File: src/rtl/fetch_sequencer.sv
// Instruction-cycle controller: fetches opcode and optional immediate, then
// holds the ALU or memory execute select until completion, with a per-state watchdog.
module fetch_sequencer #(
    parameter int unsigned TIMEOUT   = 255,
    parameter logic [31:0] HALT_WORD = 32'hFFFF_FFFF
) (
    input  logic        clk,
    input  logic        rst,
    input  logic        start,
    input  logic [31:0] fetchIn,
    input  logic        fetchPush,
    input  logic        regPush,
    output logic [1:0]  mode,
    output logic        immEn,
    output logic [31:0] fetchImm,
    output logic [31:0] instr,
    output logic        pcInc,
    output logic        busy,
    output logic        error
);

    typedef enum logic [2:0] {
        IDLE,
        FETCH_OP,
        FETCH_IMM,
        EXEC_ALU,
        EXEC_MEM
    } state_t;

    localparam logic [15:0] WD_LIMIT = 16'(TIMEOUT - 1);

    state_t      state, state_next;
    logic [15:0] wd, wd_next;
    logic [31:0] instr_next, imm_next;
    logic        pc_next, err_next;
    logic        in_fetch, in_exec, accept, done;

    assign in_fetch = (state == FETCH_OP) || (state == FETCH_IMM);
    assign in_exec  = (state == EXEC_ALU) || (state == EXEC_MEM);
    // A push while pcInc is high belongs to the stale PC and is dropped.
    assign accept   = in_fetch && fetchPush && !pcInc;
    assign done     = in_exec && regPush;

    always_comb begin
        state_next = state;
        instr_next = instr;
        imm_next   = fetchImm;
        pc_next    = 1'b0;
        err_next   = error;
        case (state)
            IDLE: begin
                if (start) begin
                    state_next = FETCH_OP;
                    err_next   = 1'b0;
                end
            end
            FETCH_OP: begin
                if (accept) begin
                    instr_next = fetchIn;
                    if (fetchIn == HALT_WORD) begin
                        state_next = IDLE;
                    end else begin
                        pc_next = 1'b1;
                        if (fetchIn[30]) begin
                            state_next = FETCH_IMM;
                        end else begin
                            imm_next   = '0;
                            state_next = fetchIn[31] ? EXEC_MEM : EXEC_ALU;
                        end
                    end
                end
            end
            FETCH_IMM: begin
                if (accept) begin
                    imm_next   = fetchIn;
                    pc_next    = 1'b1;
                    state_next = instr[31] ? EXEC_MEM : EXEC_ALU;
                end
            end
            EXEC_ALU, EXEC_MEM: begin
                if (done) state_next = FETCH_OP;
            end
            default: state_next = IDLE;
        endcase

        // Abort overrides everything, including a start that cannot be seen while busy.
        if (state != IDLE && !accept && !done && wd == WD_LIMIT) begin
            state_next = IDLE;
            pc_next    = 1'b0;
            err_next   = 1'b1;
        end

        if (state == IDLE || state_next != state) wd_next = '0;
        else                                      wd_next = wd + 16'd1;
    end

    always_ff @(posedge clk or posedge rst) begin
        if (rst) begin
            state    <= IDLE;
            wd       <= '0;
            instr    <= '0;
            fetchImm <= '0;
            pcInc    <= 1'b0;
            error    <= 1'b0;
        end else begin
            state    <= state_next;
            wd       <= wd_next;
            instr    <= instr_next;
            fetchImm <= imm_next;
            pcInc    <= pc_next;
            error    <= err_next;
        end
    end

    always_comb begin
        case (state)
            FETCH_OP, FETCH_IMM: mode = 2'b10;
            EXEC_ALU:            mode = 2'b00;
            EXEC_MEM:            mode = 2'b01;
            default:             mode = 2'b11;
        endcase
    end

    assign busy  = (state != IDLE);
    assign immEn = in_exec && instr[30];

endmodule

File: config.mk
export PLATFORM = sky130hd
export DESIGN_NAME = fetch_sequencer
export DESIGN_NICKNAME = d
export VERILOG_FILES = /design/src/rtl/fetch_sequencer.sv
export SDC_FILE = /design/constraint.sdc
export NUM_CORES = 1
export LEC_CHECK = 0
export CELL_PAD_IN_SITES_DETAIL_PLACEMENT = 0
export CELL_PAD_IN_SITES_GLOBAL_PLACEMENT = 1
export CORE_UTILIZATION = 30
export DETAILED_ROUTE_END_ITERATION = 8
export PLACE_DENSITY = 0.79
export SLEW_MARGIN = 25
export SYNTH_ARGS = -nofsm -noshare
export SYNTH_HDL_FRONTEND = slang
export SYNTH_SLANG_ARGS = --single-unit
export TNS_END_PERCENT = 1
File: constraint.sdc
create_clock -name clk -period 9.05 [get_ports clk]
set_input_delay 2.715 -clock clk [delete_from_list [all_inputs] [get_ports clk]]
set_output_delay 2.715 -clock clk [all_outputs]
set_load 0.02 [all_outputs]
==> metrics.md <==
| Metric | Value |
|---|---|
| Worst vdd rail ir drop | `0.0000915 V` |
| Synth top area cells | `dfrtp_1, nand2_1, o21ai_0` |
| Synthesized-area fraction occupied by adder cells | `0.642%` |
| Worst path cell trace | `nor2_1, a21oi_1, nor2b_1, clkdlybuf4s50_1` |
| Fraction of layout instances using a drive strength above 1 | `7.34%` |
| Gr usage total | `16.8%` |
| Worst setup SP type | `flop` |
| Power per Cell Area | `roughly 310 nW/um^2` |
| Largest family of logic cells by synthesized area | `simple AND/OR/NAND/NOR gates` |
| Status | `completed` |
| Post-Synth XOR/XNOR Area | `3.15%` |
| CP top delay family | `buffers and inverters` |
| Min-delay src | `instr[13]$_DFFE_PP0P_` |
| Most instantiated library cell after synthesis | `nand2_1` |
| CP max-delay cell | `clkdlybuf4s50_1` |
| H-tree levels | `3` |
| Ports | `107` |
| Chip width | `116 microns` |
| Vias | `3331` |
| Clk_skew | `10.8 ps` |
| Antenna-violating nets left | `0` |
| Finish-stage setup viols | `0` |
| Hold-fix buffers at CTS | `0` |
| Root buf cell | `clkbuf_16` |
| DP HPWL | `7300 microns` |
| Routed vias/inst | `4.74` |
| Routed WL | `10600 microns` |
| Critical path type | `reg -> out` |
| Wirelength per Cell | `~15 microns` |
| Sequential Power Share | `34.9%` |
| Asr flop ratio synth | `100%` |
| Crit path capture type | `output port` |
| Worst Max-Slew Pin Slew | `987 ps` |
| Pleak | `2.27 nW` |
| Met2 Usage GRT | `between 20% and 30%` |
| Synthesized cell area | `3900 sq um` |
| Clock network fraction of total power | `20.4%` |
| Sw Pwr | `0.000654 W` |
| Rel. slew slack | `about a third` |
| IO buf count | `106` |
| Clock transition at path regs | `60 ps` |
| GR Util met1 | `23.1%` |
| Worst Path Arrival | `about 2300 ps` |
| Min Tclk post-route | `4990 ps` |
| CTS-repair resized insts | `0` |
| Synth Area in Compound Gates | `just over 9%` |
| Fmax | `0.200 GHz` |
| Nets | `about 570` |
| Met3 Use GR | `under 10%` |
| Drt pass-1 iters | `4` |
| Switching Fraction | `39.3%` |
| Share of total power in combinational logic | `44.7%` |
| RSZ-0062 raised after global routing | `false` |
| ANT cells | `0` |
| Mux contribution to synthesized area | `0%` |
| Setup TNS Final | `0 ps` |
| Worst Path Required | `around 6300 ps` |
| Post-synth EDFFs | `0` |
| Largest net degree at the start of global routing | `between 80 and 90` |
| Clk buf depth | `2` |
| Setup bufs post-CTS | `0` |
| Fin. Hold Viols | `0` |
| Gr ovfl total | `0` |
| CTS buffer count | `9` |
| Crit share post-route | `55.1%` |
| Synth warn | `0` |
| Worst-Skew Late Latency | `~340 ps` |
| Gpl congestion | `around 0.85` |
| Residual DRC count | `0` |
| CTS tree | `built` |
| Final Max Tran Viols | `0` |
| Post-Synthesis Cells | `around 430` |
| Synth cell count leaders | `nand2_1, dfrtp_1, o21ai_0` |
| Initial antenna violation count | `0` |
| GR peak layer | `met2` |
| Max Cap Viol | `0` |
| Syn_area_per_cell | `9.15 sq um` |
| CP max stage delay | `about 610 ps` |
| Hold_ws | `472 ps` |
| Initial Utilization | `30.9%` |
| Reg2reg start | `wd[8]$_DFF_PP0_` |
| First-pass GRT wire length | `17100 microns` |
| Worst Path Max Fanout | `14` |
| Drt first-iter violations | `257` |
| Synthesized Nets | `about 470` |
| Sequential area share after synthesis | `54.6%` |
| Post-synth top area cell | `dfrtp_1` |
| Vias in the first global route | `roughly 3200` |
| Pint | `between 0.001 and 0.0015 W` |
| Post-Synth Simple-Gate Area | `29.2%` |
| Clock sinks | `85` |
| Layout area overhead | `38.7%` |
| Core ar. | `around 13000 sq um` |
| Row Count | `41` |
| CP startpoint | `state[0]$_DFF_PP0_` |
| Ys flop type | `dfrtp_1` |
| Tightest Hold Check Type | `reg -> reg` |
| Total power | `0.00166 W` |
| Crit path buffers/inverters | `1` |
| Die Height | `116 microns` |
| Seq cells post-synth | `85` |
| Die area | `13500 sq um` |
| Cell variety after synth | `48` |
| Top-area cell type share of the netlist area | `roughly 55%` |
[per-layer routing]
layer | vias to the layer above | wire, microns
met2 | 111 | 4900
met5 | - | 0
met4 | 0 | 200
li1 | 1638 | -
met3 | 13 | 572
met1 | 1569 | 4890
[layout by cell type, fill, tap and decap left out, types with 2 or more instances in the layout]
cell             instances
xnor2_1                  8
dfrtp_1                 85
nor4_1                   8
buf_4                    5
inv_1                    6
clkinv_2                 3
clkbuf_16                9
nand3_1                  6
nand4_1                 12
nor2b_1                  4
o21ai_0                 32
nand3b_1                 2
clkdlybuf4s50_1        106
clkbuf_8                 2
nand2_1                168
nor2_1                  15
nor4_2                   9
xor2_1                   6
ha_1                     2
or4_1                    2
a21oi_1                  4
nor3_1                   6
[state kept, by name, summed over array words and instances, names as in the netlist]
register  flops
wd           16
state         3
fetchImm     32
error         1
pcInc         1
instr        32
[power groups by stage]
stage          logic [W]  registers, W  clock network, W
3_5_place_dp    0.000750      0.000588                 0
4_1_cts         0.000753      0.000582          0.000351
2_1_floorplan   0.000303      0.000698                 0
3_3_place_gp    0.000742      0.000583                 0
6_report        0.000744      0.000581          0.000339
5_1_grt         0.000810      0.000598          0.000365
[stage by stage]
step           setup WS [ps]  instance area [sq um]  utilization (%)  instances
3_3_place_gp            3950                   5130             40.7        689
2_1_floorplan           4140                   3900                -        426
6_report                4060                   5400             42.8        703
4_1_cts                 4050                   5400             42.8        703
5_1_grt                 3870                   5400             42.8        703
3_5_place_dp            3910                   5130             40.7        689
[kinds of logic (layout without fill, tap and decap cells)]
| group | Yosys count | count (layout) |
|---|---|---|
| compound gates | 55 | 55 |
| xor+xnor | 14 | 14 |
| fa+ha+maj | 2 | 2 |
| buf+inv | 28 | 133 |
| flops | 85 | 85 |
| simple gates | 242 | 242 |
[tightest hold or removal path, cell delays in order (launching register included)]
cell	delay, ps
dfrtp_1	340
nand2_1	50
nand2_1	50
[path summary, 6_finish.rpt]
| path | end | slack (ps) | depth (start not counted) |
|---|---|---|---|
| worst max register to register | wd[6]$_DFF_PP0_ | 6430 | 5 |
| min in group asynchronous | instr[0]$_DFFE_PP0P_ | 2560 | 2 |
| max in group asynchronous | fetchImm[12]$_DFFE_PP0P_ | 5550 | 3 |
| worst max-delay path | immEn | 4060 | 4 |
| worst min-delay path | instr[13]$_DFFE_PP0P_ | 470 | 2 |
| worst min register to register | instr[13]$_DFFE_PP0P_ | 470 | 2 |
[layout make-up]
class                      count  area [sq um]
tap                          172           215
multi-input combinational    313          1660
clock inverter                 2          10.0
timing repair buffer         112          1110
sequential                    85          2130
inverter                       7          27.5
clock buffer                  12           256
fill                        1268          7220
Power figures use the tool's default switching activity.
